--- src/rtl/controller_hs_pkg.sv ---
// rtl/controller_hs_pkg.sv - shared types and helpers for the VeriRISC handshake sequencer
package controller_hs_pkg;

    typedef enum logic [2:0] {
        HLT, SKZ, ADD, AND, XOR, LDA, STO, JMP
    } opcode_t;

    typedef enum logic [3:0] {
        INST_ADDR, INST_FETCH, INST_LOAD, IDLE,
        OP_ADDR, OP_FETCH, ALU_OP, STORE, HALTED
    } ctrl_state_t;

    function automatic logic is_aluop(opcode_t op);
        return (op == ADD) || (op == AND) || (op == XOR) || (op == LDA);
    endfunction

endpackage

--- src/rtl/controller_hs_wait_timer.sv ---
// rtl/controller_hs_wait_timer.sv - saturating wait counter flagging a memory acknowledge timeout
module ctrl_wait_timer #(
    parameter int MAX_WAIT = 15
) (
    input  logic clk_i,
    input  logic rst_ni,
    input  logic clear_i,
    input  logic count_en_i,
    output logic expired_o
);
    localparam int W = $clog2(MAX_WAIT + 1);
    localparam logic [W-1:0] LIMIT = W'(MAX_WAIT);

    logic [W-1:0] cnt_q;

    always_ff @(posedge clk_i or negedge rst_ni) begin
        if (!rst_ni) begin
            cnt_q <= '0;
        end else if (clear_i) begin
            cnt_q <= '0;
        end else if (count_en_i && (cnt_q != LIMIT)) begin
            cnt_q <= cnt_q + 1'b1;
        end
    end

    assign expired_o = (cnt_q == LIMIT);

endmodule

--- src/rtl/controller_hs.sv ---
// rtl/controller_hs.sv - VeriRISC sequencer with memory acknowledge handshake, timeout and sticky halt
module controller_hs
    import controller_hs_pkg::*;
#(
    parameter bit HANDSHAKE   = 1'b1,
    parameter int MAX_WAIT    = 15,
    parameter bit HALT_STICKY = 1'b1
) (
    input  logic       clk,
    input  logic       reset,
    input  logic [2:0] opcode,
    input  logic       zero,
    input  logic       mem_ack,
    input  logic       resume,
    output logic       mem_rd,
    output logic       load_ir,
    output logic       halt,
    output logic       inc_pc,
    output logic       load_ac,
    output logic       load_pc,
    output logic       mem_wr,
    output logic       bus_err,
    output logic [3:0] state_o
);
    ctrl_state_t state_q, state_d;
    logic        bus_err_q, bus_err_d;
    opcode_t     op;
    logic        alu;
    logic        wait_state;
    logic        hold;
    logic        expired;

    assign op  = opcode_t'(opcode);
    assign alu = is_aluop(op);

    assign wait_state = HANDSHAKE &&
                        ((state_q == INST_FETCH) ||
                         ((state_q == OP_FETCH) && alu) ||
                         ((state_q == STORE) && (op == STO)));
    assign hold = wait_state && !mem_ack;

    // Clearing on expiry too keeps the count at zero on entry to HALTED.
    ctrl_wait_timer #(.MAX_WAIT(MAX_WAIT)) u_timer (
        .clk_i      (clk),
        .rst_ni     (reset),
        .clear_i    (!hold || expired),
        .count_en_i (hold),
        .expired_o  (expired)
    );

    always_comb begin
        state_d   = state_q;
        bus_err_d = bus_err_q;
        if (hold) begin
            if (expired) begin
                state_d   = HALTED;
                bus_err_d = 1'b1;
            end
        end else begin
            case (state_q)
                INST_ADDR:  state_d = INST_FETCH;
                INST_FETCH: state_d = INST_LOAD;
                INST_LOAD:  state_d = IDLE;
                IDLE:       state_d = OP_ADDR;
                OP_ADDR:    state_d = (HALT_STICKY && (op == HLT)) ? HALTED : OP_FETCH;
                OP_FETCH:   state_d = ALU_OP;
                ALU_OP:     state_d = STORE;
                STORE:      state_d = INST_ADDR;
                HALTED:     if (resume && !bus_err_q) state_d = INST_ADDR;
                default:    state_d = INST_ADDR;
            endcase
        end
    end

    always_ff @(posedge clk or negedge reset) begin
        if (!reset) begin
            state_q   <= INST_ADDR;
            bus_err_q <= 1'b0;
        end else begin
            state_q   <= state_d;
            bus_err_q <= bus_err_d;
        end
    end

    always_comb begin
        mem_rd  = 1'b0;
        load_ir = 1'b0;
        halt    = 1'b0;
        inc_pc  = 1'b0;
        load_ac = 1'b0;
        load_pc = 1'b0;
        mem_wr  = 1'b0;
        case (state_q)
            INST_FETCH: mem_rd = 1'b1;
            INST_LOAD, IDLE: begin
                mem_rd  = 1'b1;
                load_ir = 1'b1;
            end
            OP_ADDR: begin
                inc_pc = 1'b1;
                halt   = (op == HLT);
            end
            OP_FETCH: mem_rd = alu;
            ALU_OP: begin
                mem_rd  = alu;
                load_ac = alu;
                inc_pc  = (op == SKZ) && zero;
                load_pc = (op == JMP);
            end
            STORE: begin
                mem_rd  = alu;
                load_ac = alu;
                inc_pc  = (op == JMP);
                load_pc = (op == JMP);
                mem_wr  = (op == STO);
            end
            HALTED: halt = 1'b1;
            default: ;
        endcase
    end

    assign bus_err = bus_err_q;
    assign state_o = state_q;

endmodule
--- config.mk ---
export PLATFORM = sky130hd
export DESIGN_NAME = controller_hs
export DESIGN_NICKNAME = d
export VERILOG_FILES = /design/src/rtl/controller_hs_pkg.sv /design/src/rtl/controller_hs_wait_timer.sv /design/src/rtl/controller_hs.sv
export SDC_FILE = /design/constraint.sdc
export NUM_CORES = 1
export LEC_CHECK = 0
export CORE_AREA = 2 2 39 41
export DETAILED_ROUTE_END_ITERATION = 10
export DIE_AREA = 0 0 41 43
export GPL_TIMING_DRIVEN = 0
export PLACE_DENSITY = 0.79
export SLEW_MARGIN = 10
export SYNTH_ARGS = -nofsm -noshare
export SYNTH_HDL_FRONTEND = slang
export SYNTH_SLANG_ARGS = --single-unit
export TNS_END_PERCENT = 10
--- constraint.sdc ---
create_clock -name clk -period 2.5 [get_ports clk]
set_input_delay 0.25 -clock clk [delete_from_list [all_inputs] [get_ports clk]]
set_output_delay 0.25 -clock clk [all_outputs]
set_load 0.05 [all_outputs]
Word level (Yosys, flattened, before mapping)
Cells that the tools add are included.
Word-level totals
  register bits: 9
  input bits: 8
  logic and storage cells: 61
Cells by class
  add/subtract/negate cells: 1
  eq/ne operators: 19
  mux-type cells: 14
  reductions and logical operators: 24
Operator list (count)
  $pmux W4 S8: 1
  $mux W4: 6
  $eq A4 B3 Y1 const B: 4
  $eq A3 B3 Y1 const B: 4
  $eq A4 B2 Y1 const B: 2
  $eq A4 B4 Y1 const B: 2
  $eq A3 B2 Y1 const B: 2
  $logic_and A1 B1 Y1: 6
  $logic_or A1 B1 Y1: 6
  $reduce_or A3 Y1: 2
  $add A4 B1 Y4 const B: 1
  $eq A4 B1 Y1 const B: 1
  $logic_not A4 Y1: 1
  $mux W1: 4
  $ne A4 B4 Y1 const B: 1
  $pmux W1 S2: 2
  $reduce_and A2 Y1: 2
  $reduce_or A2 Y1: 2
  $eq A3 B1 Y1 const B: 1
  $logic_not A1 Y1: 3
  $logic_not A3 Y1: 1
  $ne A3 B3 Y1 const B: 1
  $pmux W1 S3: 1
  $ne A2 B1 Y1 const B: 1
  $reduce_bool A2 Y1: 1

Logic depth before layout (Yosys ltp)
  word-level depth: 11
  depth in mapped cells: 5
  depth with buffers taken out: 4

Cells and area by module
From an unflattened synthesis, not the netlist that was laid out.
Second synthesis, totals
  cells, all modules: 71
  area total of the unflattened synthesis: 674.4 um^2
Modules (own cells, without submodules)
  controller_hs: times used 1, cells each 51, area an instance 445.4 um^2, sequential area each 125.1 um^2
  ctrl_wait_timer: times used 1, cells each 20, area an instance 229.0 um^2, sequential area each 100.1 um^2

Worst setup path after synthesis
Ideal clock, no wire load.
  path kind: reg-to-output
  start point: register state_q[2] (netlist: state_o[2])
  end point: output port halt
  arrival time: 2153 ps
  required time: 2250 ps
  slack: 97 ps
  cell stages (with the launch flop): 5
  path through: dfrtp_1 -> buf_2 -> nor2b_4 -> a21oi_1 -> nor3_1
Between the ends
  longest elaborated chain between the ends: 2
  elaborated cells between the ends (all ways): 3
RTL lines
  start: declaration: line controller_hs.sv:25  | ctrl_state_t state_q, state_d;
  start signal: assignment: line controller_hs.sv:80  | state_q <= state_d;
  $eq A4 B4 Y1 or $eq A4 B3 Y1 (tied branches): line controller_hs.sv:93  | case (state_q)
  $pmux W1 S2 (*): line controller_hs.sv:93
  end: declaration: line controller_hs.sv:17  | output logic halt,
Every way passes the cells marked *; elsewhere a longest branch is shown, timed or not.

Final worst setup path
  start point: input port opcode[1]
  end point: output port mem_rd
Between the ends
  longest elaborated chain between the ends: 5
  elaborated cells between the ends (all ways): 8
RTL lines
  start: declaration: line controller_hs.sv:11  | input logic [2:0] opcode,
  $eq A3 B2 Y1: line controller_hs_pkg.sv:14  | return (op == ADD) || (op == AND) || (op == XOR) || (op == LDA);
  $logic_or A1 B1 Y1 (2 in series): line controller_hs_pkg.sv:14
  $logic_or A1 B1 Y1 (*): line controller_hs_pkg.sv:14
  $pmux W1 S2 (*): line controller_hs.sv:93
  end: declaration: line controller_hs.sv:15  | output logic mem_rd,
Marked as above.

==> results.tsv <==
metric	value	unit
outcome	finished clean	
fin_crit	2.42	ns
die_area	1760	sq um
final-setup-viol-count	0	
place_area	813	sq um
netlist_instances	67	
period_share	96.7	%
synth_nets	76	
grt_start_max_net_pins	11	
drive_gt1_share	12.2	%
ys_seq_area_share	37.3	%
clock_power_share	12.5	%
insertedDiodeCount	0	
critPathKind	input port to output pin	
synth-edff-count	0	
cts_buffers	3	
rsz0062_at_grt	false	
grt_overflow	0	
power.switching	0.440	mW
critical_path.most_common_cell	clkdlybuf4s50_1	
p_per_area	1060	nW/um^2
vdd_drop_max	0.484	mV
synth_area	603	sq um
max-cap-violations	0	
cts_setup_buffers	0	
yosys_warnings	0	
ant_nets	0	
io_buffers	19	
nFillCells	140	
crit_path_max_fanout	5	
row_count	14	
switching_share	49.5	%
vias_per_cell	5.58	
power.internal	0.450	mW
synth_top_area_cell	dfrtp_1	
hp-class	input port to asynchronous set/reset pin	
htreeDepth	1	
ys_seq_elements	9	
drcViolationCount	0	
ys_types	29	
dr.pass1.iters	4	
arrival	2.17	ns
skew	0.00562	ns
io_pins	20	
cts_buffer_depth	2	
clk_latency	0.26	ns
routedWlPerCell	13.1	um
max_slew_margin	66.6	%
cts_sinks	9	
gp_congestion	0.761	
die_w	41	um
postSynthAreaPerCell	9.00	sq um
start_util	43.6	%
die_height	43	um
ys.flop_type	dfrtp_1	
grt_usage	19.0	%
p_comb_share	64.2	%
setup-tns-final	0	ns
critPathMaxStageDelay	0.83	ns
finalHoldViolations	0	
drt_iter0_markers	20	
antenna_found_initial	0	
final_area	840	sq um
max_freq	414	MHz
clockRootBuffer	clkbuf_4	
async_flop_share	100	%
start_kind	input port	
grt_pass1_wl	2310	um
dp_hpwl	1060	um
drv_slew	0	
cts_tree	built	
clkSlewWorstSetupHoldPaths	0.06	ns
routed_wl	1390	um
vias	591	
first_global_vias	547	
cpMaxStageDelayCell	clkdlybuf4s50_1	
cp_data_required_time	2.25	ns
path_cells	clkdlybuf4s50_1 > xnor2_1 > and2_1 > nor3_1 > clkdlybuf4s50_1	
holdBufCountCts	0	
ctsResizeCount	0	
leakagePower	0.352	nW
critPathCaptureType	output pin	
areaGrowthSynthToFinish	39.2	%
core_area	1380	sq um
worst_pin_slew	0.500	ns
fin_nets	100	
synth_area_leaders	dfrtp_1 (37%), a2bb2oi_4 (4.4%), nand3_1 (4.1%)	
yosysTopAreaCellShare	37.3	%
power_frac_seq	23.4	%
==> state kept, by name, indices dropped and copies added (netlist names) <==
| signal | flops |
|---|---|
| bus_err | 1 |
| u_timer.cnt_q | 4 |
| state_o | 4 |
==> power by group through the flow <==
stage	clock network, mW	logic [mW]	registers, mW
floorplan	0	0.322	0.293
global placement	0	0.566	0.210
detailed placement	0	0.573	0.211
CTS	0.115	0.574	0.208
global route	0.123	0.613	0.214
finish	0.111	0.571	0.208
==> routing by layer <==
metal  GRT usage [%]  vias up  part of all wire [%]
met1            24.7      275                    41
met2            29.7       22                    51
met3            4.71        4                   6.7
met4            6.00        0                   1.0
li1                -      290                     -
met5               0        -                     0
==> critical path: cells and delay by family <==
family                 cells  cell delay [ns]
buffers and inverters      2             1.38
AND/OR/NAND/NOR            2             0.42
XOR/XNOR                   1             0.11
==> worst paths after layout <==
check	startpoint	end	slack [ns]	cells past startpoint
hold reg to reg	bus_err$_DFFE_PN0P_	bus_err$_DFFE_PN0P_	0.50	1
setup / recovery	opcode[1]	mem_rd	0.08	5
setup reg to reg	state_o[2]$_DFFE_PN0P_	state_o[2]$_DFFE_PN0P_	1.05	5
max in group asynchronous	reset	u_timer.cnt_q[0]$_DFF_PN0_	1.91	1
min in group clk	bus_err$_DFFE_PN0P_	bus_err$_DFFE_PN0P_	0.50	1
hold / removal	reset	u_timer.cnt_q[2]$_DFF_PN0_	0.29	1
==> stage by stage <==
stage	cells	setup slack [ns]	util, %	hold slack (ns)	power, mW
after floorplan	67	0.0974	-	-0.0456	0.615
after global placement	102	0.0984	58.8	0.488	0.776
after detailed placement	102	0.100	58.8	0.494	0.783
after CTS	106	0.0886	60.7	0.302	0.897
after global routing	106	0.0241	60.7	0.324	0.950
final	106	0.0821	60.7	0.290	0.890
==> placed cells by master (no fill, tap or decap) <==
cell,n
a21oi_1,3
a2bb2oi_4,1
a31oi_1,1
and2_1,2
and3_1,2
and3_2,1
and4b_4,1
buf_2,3
clkbuf_1,1
clkbuf_4,3
clkdlybuf4s50_1,19
dfrtp_1,9
ha_1,1
inv_1,5
mux2i_1,1
nand2_1,4
nand3_1,5
nand4b_1,1
nor2_1,5
nor2b_1,2
nor2b_4,1
nor3_1,5
nor3b_2,1
o2111ai_1,1
o211ai_1,1
o21ai_0,4
o21bai_1,1
o2bb2ai_1,1
o311ai_0,1
o32ai_1,1
o41ai_1,1
xnor2_1,2
==> cell usage after synthesis, types with 2 or more instances <==
cell type,number
nor3_1,5
a21oi_1,3
xnor2_1,2
nor2b_1,2
nor2_1,5
buf_2,3
and3_1,2
o21ai_0,4
and2_1,2
nand2_1,4
dfrtp_1,9
nand3_1,5
inv_1,5
==> area by class of cell <==
cell class	count	area (sq um)	share of cell area [%]
plain buffers	3	15.0	1.79
clock buffers	4	26.3	3.13
inverters	5	18.8	2.24
multi-input cells	50	344	41.0
flip-flops and latches	9	225	26.8
well taps	16	20.0	2.38
repair buffers	19	190	22.7
==> cells by family (layout without fill, tap and decap cells) <==
| kind of cell | count (synthesis) | after routing | share of synthesized area, % |
|---|---|---|---|
| mux | 1 | 1 | 1.66 |
| simple gates | 30 | 30 | 29.5 |
| buf+inv | 8 | 31 | 5.60 |
| xor+xnor | 2 | 2 | 2.91 |
| flops | 9 | 9 | 37.3 |
| fa+ha+maj | 1 | 1 | 2.07 |
| compound gates | 16 | 16 | 21.0 |
Note: power is estimated with default switching activity, not from simulation.
